[src/rtl/ir_queue.sv]
// ir_queue: circular instruction queue between the memory data bus and decode.
// Buffers up to DEPTH words of WIDTH bits and presents the oldest word on d_out.
//
// Ports:
//   clk    rising-edge clock
//   rst    asynchronous active-low reset (clears pointers, count, ovf, storage)
//   d_in   instruction word from the memory bus
//   wr_en  push d_in this cycle
//   rd_en  decoder consumes the head word this cycle
//   flush  discard all entries; wins over push and pop
//   d_out  head word, zero when empty
//   valid  d_out holds a real instruction
//   full   count == DEPTH
//   empty  count == 0
//   count  number of stored entries, 0..DEPTH
//   ovf    sticky overflow flag, cleared by reset or flush
//
// Optional feature: define IR_QUEUE_BYPASS_EN to forward d_in to d_out while
// the queue is empty; a word read in the same cycle is then never stored.
module ir_queue #(
  parameter  int unsigned WIDTH = 16,
  parameter  int unsigned DEPTH = 4,
  localparam int unsigned CW    = $clog2(DEPTH) + 1
) (
  input  logic             clk,
  input  logic             rst,
  input  logic [WIDTH-1:0] d_in,
  input  logic             wr_en,
  input  logic             rd_en,
  input  logic             flush,
  output logic [WIDTH-1:0] d_out,
  output logic             valid,
  output logic             full,
  output logic             empty,
  output logic [CW-1:0]    count,
  output logic             ovf
);

  localparam int unsigned PW = $clog2(DEPTH);

  logic [WIDTH-1:0] mem [DEPTH];
  logic [PW-1:0]    wr_ptr;
  logic [PW-1:0]    rd_ptr;
  logic [CW-1:0]    cnt;
  logic             ovf_q;

  logic full_c;
  logic empty_c;
  logic bypass_c;
  logic push_c;
  logic pop_c;
  logic drop_c;

  // Status decoded from the occupancy register
  assign empty_c = (cnt == CW'(0));
  assign full_c  = (cnt == CW'(DEPTH));

`ifdef IR_QUEUE_BYPASS_EN
  // Word forwarded and consumed in the same cycle never touches storage
  assign bypass_c = empty_c && !flush && wr_en && rd_en;
`else
  assign bypass_c = 1'b0;
`endif

  // A read frees a slot this cycle, so a full queue still accepts a push with rd_en
  assign push_c = wr_en && (!full_c || rd_en) && !bypass_c;
  assign pop_c  = rd_en && !empty_c;
  assign drop_c = wr_en && full_c && !rd_en;

  // Pointers, occupancy and overflow flag
  always_ff @(posedge clk or negedge rst) begin
    if (!rst) begin
      wr_ptr <= '0;
      rd_ptr <= '0;
      cnt    <= '0;
      ovf_q  <= 1'b0;
    end else if (flush) begin
      wr_ptr <= '0;
      rd_ptr <= '0;
      cnt    <= '0;
      ovf_q  <= 1'b0;
    end else begin
      if (push_c) begin
        wr_ptr <= wr_ptr + PW'(1);
      end
      if (pop_c) begin
        rd_ptr <= rd_ptr + PW'(1);
      end
      case ({push_c, pop_c})
        2'b10:   cnt <= cnt + CW'(1);
        2'b01:   cnt <= cnt - CW'(1);
        default: cnt <= cnt;
      endcase
      if (drop_c) begin
        ovf_q <= 1'b1;
      end
    end
  end

  // Storage; flush leaves contents intact since empty masks d_out anyway
  always_ff @(posedge clk or negedge rst) begin
    if (!rst) begin
      for (int i = 0; i < int'(DEPTH); i++) begin
        mem[i] <= '0;
      end
    end else if (push_c && !flush) begin
      mem[wr_ptr] <= d_in;
    end
  end

  // Head presentation
  always_comb begin
    d_out = '0;
    valid = 1'b0;
    if (!empty_c) begin
      d_out = mem[rd_ptr];
      valid = 1'b1;
    end
`ifdef IR_QUEUE_BYPASS_EN
    else if (!flush) begin
      d_out = d_in;
      valid = wr_en;
    end
`endif
  end

  assign full  = full_c;
  assign empty = empty_c;
  assign count = cnt;
  assign ovf   = ovf_q;

endmodule

[config.mk]
export PLATFORM = sky130hd
export DESIGN_NAME = ir_queue
export DESIGN_NICKNAME = d
export VERILOG_FILES = /design/src/rtl/ir_queue.sv
export SDC_FILE = /design/constraint.sdc
export NUM_CORES = 1
export LEC_CHECK = 0
export ABC_AREA = 1
export BUFFER_PORTS_ARGS = -buffer_cell sky130_fd_sc_hd__buf_2
export CAP_MARGIN = 5
export CORE_MARGIN = 5
export CORE_UTILIZATION = 35
export CTS_CLUSTER_DIAMETER = 200
export DETAILED_ROUTE_END_ITERATION = 8
export PLACE_DENSITY = 0.64
export SLEW_MARGIN = 40
export SYNTH_ARGS = -nofsm -noshare
export SYNTH_HDL_FRONTEND = slang
export SYNTH_SLANG_ARGS = --single-unit
[constraint.sdc]
create_clock -name clk -period 4.55 [get_ports clk]
set_input_delay 0.455 -clock clk [delete_from_list [all_inputs] [get_ports clk]]
set_output_delay 0.455 -clock clk [all_outputs]
set_load 0.02 [all_outputs]
; After elaboration in Yosys (flattened, before gate mapping)
; Cells that the tools add are included.
[totals]
register_bits = 72
in_bits = 21
out_inout_bits = 23
elab_cells = 52
[classes]
addsub = 4
magnitude_cmp = 3
n_eq_ne = 3
mux = 16
bitwise_logic = 2
reduce_logical = 16
[op_table]
columns = operator, n
row1 = 64-bit bitwise mux, 1
row2 = 16-bit 2-to-1 mux, 4
row3 = 16-bit binary-select mux with 2-bit select, 1
row4 = 16-bit demux with 2-bit select, 1
row5 = 2-bit 2-to-1 mux, 4
row6 = 3-bit greater-or-equal comparator (second input constant), 2
row7 = 1-bit logical AND, 6
row8 = 2-bit NOT with 3-bit output, 2
row9 = 3-bit case mux with 2 select lines, 1
row10 = 2-bit nonzero test, 3
row11 = 2-bit by 1-bit adder with 2-bit output (second input constant), 2
row12 = 1-bit zero test, 4
row13 = 3-bit by 1-bit adder with 3-bit output (second input constant), 1
row14 = 3-bit == test (second input constant), 1
row15 = 3-bit zero test, 1
row16 = 3-bit by 1-bit less-than comparator with 1-bit output (second input constant), 1
row17 = 1-bit 2-to-1 mux, 3
row18 = 3-bit 2-to-1 mux, 1
row19 = 3-bit nonzero test, 1
row20 = 3-bit by 1-bit subtractor with 3-bit output (second input constant), 1
row21 = 2-bit by 1-bit == test with 1-bit output (second input constant), 1
row22 = 2-bit == test (second input constant), 1
row23 = 1-bit logical OR, 1

; Logic depth before layout (Yosys ltp)
[logic_depth]
ltp_word = 7
ltp_mapped = 11
depth_no_buf = 11

; Worst setup path before layout
; No wires, ideal clock.
[synth_path]
path_kind = register to output
start = reg cnt[2], in the netlist count[2]
end = out d_out[10]
t_arrival_ns = 1.660
required_time_ns = 4.095
slack_ns = 2.435
stages_incl_launch_ff = 6
path_buffers = 1
path_cell_list = dfrtp_1 inv_1 nand2_1 clkinv_1 buf_2 a21oi_1
[synth_between]
elab_chain_len = 2
[synth_rtl]
columns = item, line_no
row1 = start: declaration, 44  ; logic [CW-1:0] cnt;
row2 = start signal: assignment, 90  ; 2'b10: cnt <= cnt + CW'(1);
row3 = start signal: assignment, 91  ; 2'b01: cnt <= cnt - CW'(1);
row4 = start signal: assignment, 92  ; default: cnt <= cnt;
row5 = 3-bit zero test, 55  ; assign empty_c = (cnt == CW'(0));
row6 = named net empty, 34  ; output logic empty,
row7 = 16-bit 2-to-1 mux, 115  ; if (!empty_c) begin
row8 = end: declaration, 31  ; output logic [WIDTH-1:0] d_out,
; The timed path passes the listed nets, and every way through them passes these cells.

; Worst setup path in the final report
[layout_path]
start = reg rd_ptr[1]
end = out d_out[4]
[layout_between]
elab_chain_len = 5
[layout_rtl]
columns = item, line_no
row1 = start: declaration, 43  ; logic [PW-1:0] rd_ptr;
row2 = start signal: assignment, 87  ; rd_ptr <= rd_ptr + PW'(1);
row3 = 2-bit NOT with 3-bit output (not written as such), 116  ; d_out = mem[rd_ptr];
row4 = 16-bit binary-select mux with 2-bit select, 116
row5 = 16-bit 2-to-1 mux (not written as such) (2 in a row), 116
row6 = 16-bit 2-to-1 mux, 115
; Every way passes these cells. The select of a mux whose other input is x is not followed.

==> results.py <==
metrics = {
    "outcome": {
        "status": "finished, final reports clean",
    },
    "final_layout": {
        "syn_to_final_growth_pct": 13.1,
        "nets": 489,
        "drive_gt1_share_pct": 15.4,
        "diodes": 0,
    },
    "detailed_routing": {
        "drt_first_iter_violations": 198,
        "drc_errors": 0,
        "drt_wl_total_mm": 8.63,
        "viasPerCell": 4.87,
        "post_drt_wl_per_cell_um": 14.4,
        "vias": 2925,
        "antenna_left": 0,
        "drtPass1Iterations": 4,
    },
    "job": {
        "drv_cap": 0,
    },
    "synth": {
        "synth_cell_types": 25,
        "syn_nets": 457,
        "synth_top_area_share_pct": 50.8,
        "ys_seq_elements": 72,
        "synth_area_leaders": "dfrtp_1 (51%), o21ai_0 (11%), nand2_1 (11%)",
        "synthMuxAreaShare_pct": 0,
        "synth-adder-area-share_pct": 1.98,
        "yosys.area.top_type": "dfrtp_1",
        "yosysSeqAreaShare_pct": 50.8,
        "synth_top_family_by_area": "compound AO/OA/AOI/OAI gates",
        "ys_async_sr_fraction_pct": 100,
        "synth-edff-count": 0,
        "avgSynthCellArea_sq_um": 8.23,
        "syn_inst": 431,
        "ys.flop_type": "dfrtp_1",
        "yosys.area_share.simple_pct": 15.7,
        "ys_warn_count": 0,
        "synth_top_cells_by_count": "nand2_1 (106), o21ai_0 (81), dfrtp_1 (72)",
        "synthesis.area_sq_um": 3550,
        "synth_compound_area_share_pct": 21.5,
        "synth_xor_area_share_pct": 0.247,
        "synth_most_common_cell": "nand2_1",
    },
    "setup_path": {
        "cp-start-kind": "flop",
        "crit_chain": "clkinv_1 > a21oi_1 > o21ai_0 > a21oi_1 > buf_2",
        "slowest_delay_ps": 750,
        "critPathBufInv": 2,
        "crit_family": "buffers and inverters",
        "crit_required_ps": 4090,
        "crit_path_top_delay_cell": "dfrtp_1",
        "worstSetupPathType": "reg -> out",
        "critPathArrivalTime_ps": 2670,
        "cp_common_cell": "a21oi_1",
        "crit_fanout": 18,
        "critPathCaptureType": "output pin",
    },
    "timing": {
        "finalCritPeriodShare_pct": 68.6,
        "fin_ws_ps": 1430,
        "finalSetupTns_ps": 0,
        "hold_violations": 0,
        "rsz0062_at_grt": "no",
        "fmax_mhz": 320,
        "finalSetupViolations": 0,
        "min_period_ps": 3120,
        "clock_skew_ps": 10.5,
        "slew_viol_final": 0,
        "max_slew_margin_pct": 57.3,
        "worstMarginPinSlew_ps": 637,
    },
    "pwr": {
        "power_leakage_nw": 1.98,
        "power_density_nw_per_um2": 622,
        "peakVddDrop_uv": 282,
    },
    "floorplan": {
        "die_x_um": 111,
        "num_rows": 36,
        "start_util_pct": 36.1,
        "design.core.area_sq_um": 9820,
        "die_h_um": 111,
        "dieArea_sq_um": 12200,
        "io_pins": 44,
    },
    "clock_network": {
        "tritoncts": "yes",
        "htreeDepth": 3,
        "clock-sinks": 72,
        "cts_resized": 0,
        "cts_max_path_buffers": 2,
        "post_cts_buffers": 0,
        "clk_pin_slew_ps": 80,
        "cts_buffers": 9,
        "worst_skew_pair.late_latency_ps": 350,
        "postCtsHoldBufs": 1,
        "clock-root-buffer": "clkbuf_8",
    },
    "place": {
        "pre_cts_ws_ps": 1800,
        "io_buffers": 43,
        "gp_congestion": 0.802,
        "post-dp-hpwl_mm": 5.51,
    },
    "global_route": {
        "grt_max_degree": 63,
        "grt_pass1_vias": 2858,
        "grt_overflow": 0,
        "grt_pass1_wl_mm": 14.2,
        "antenna_found_initial": 0,
        "grt_usage_pct": 14.3,
    },
    "hold_path": {
        "hp-class": "in -> reg",
    },
}
-- placed cells by master, fill, tap and decap left out --
master	n
bufinv_16	1
nand2_1	106
o21ai_1	19
ha_1	4
clkbuf_8	11
inv_2	2
buf_4	2
dlygate4sd3_1	1
fa_1	1
xnor2_1	1
buf_6	1
inv_1	45
buf_2	43
nand3_2	2
clkinvlp_4	2
nor2_8	3
o21ai_0	81
dfrtp_2	1
o21a_1	1
nand3_1	8
nor2_2	2
a21oi_1	51
nand4_1	2
nor2_1	2
clkinv_1	2
clkinv_2	2
nor3_1	1
dfrtp_1	71
-- metrics by stage --
step / instances / hold slack, ps / util, % / total power [mW] / instance area, sq um
after global routing: 601 / 361 / 40.8 / 2.67 / 4010
after floorplan: 431 / 159 / - / 1.68 / 3550
after CTS: 601 / 347 / 40.8 / 2.51 / 4010
after detailed placement: 584 / 354 / 38.6 / 1.98 / 3790
after global placement: 584 / 347 / 38.6 / 1.95 / 3790
final: 601 / 356 / 40.8 / 2.49 / 4010
-- area by class of cell --
type	instances	area [sq um]
Inverter	49	184
Clock inverter	5	55.1
Timing Repair Buffer	47	251
Sequential cell	72	1800
Tap cell	133	166
Clock buffer	11	151
Multi-Input combinational cell	284	1400
Fill cell	1043	5810
-- path summary, 6_finish.rpt --
check / to / depth (start not counted) / slack (ps) / start
worst max register to register: rd_ptr[1]$_DFFE_PN0P_ / 3 / 2490 / rd_ptr[1]$_DFFE_PN0P_
worst min-delay path: mem[59]$_DFFE_PN0P_ / 3 / 360 / d_in[11]
worst min register to register: mem[9]$_DFFE_PN0P_ / 2 / 480 / mem[9]$_DFFE_PN0P_
min in group asynchronous: count[0]$_DFFE_PN0P_ / 2 / 500 / rst
worst max-delay path: d_out[4] / 5 / 1430 / rd_ptr[1]$_DFFE_PN0P_
max in group asynchronous: rd_ptr[0]$_DFFE_PN0P_ / 3 / 3190 / rst
-- metal layers --
metal / up-vias / track usage, % / part of all wire [%]
met5: - / 0 / 0
met4: 0 / 5.50 / 1.6
met3: 10 / 2.62 / 3.1
met2: 49 / 23.9 / 49
met1: 1398 / 18.5 / 46
li1: 1468 / - / -
-- state kept, by name (all words and copies together) (netlist names) --
signal / cells
count: 3
mem: 64
ovf: 1
rd_ptr: 2
wr_ptr: 2
-- kinds of logic (layout without fill, tap and decap cells) --
kind of cell | after synthesis | count (layout)
xor gates and xnor gates | 1 | 1
and+or+nand+nor | 126 | 126
adders and majority gates | 5 | 5
DFF | 72 | 72
AOI/OAI and AO/OA | 152 | 152
buffers and inverters | 75 | 112
-- tightest hold or removal path: cells and delay by family --
kind	cells	cell delay (ps)
AND/OR/NAND/NOR	2	100
buffers and inverters	1	110
-- where the power goes --
| group | total, mW | switching [mW] | internal, mW |
|---|---|---|---|
| Sequential | 1.03 | 0.134 | 0.894 |
| Clock | 0.527 | 0.246 | 0.281 |
| Combinational | 0.938 | 0.636 | 0.302 |
No activity file was read; power rests on OpenSTA's default activity.
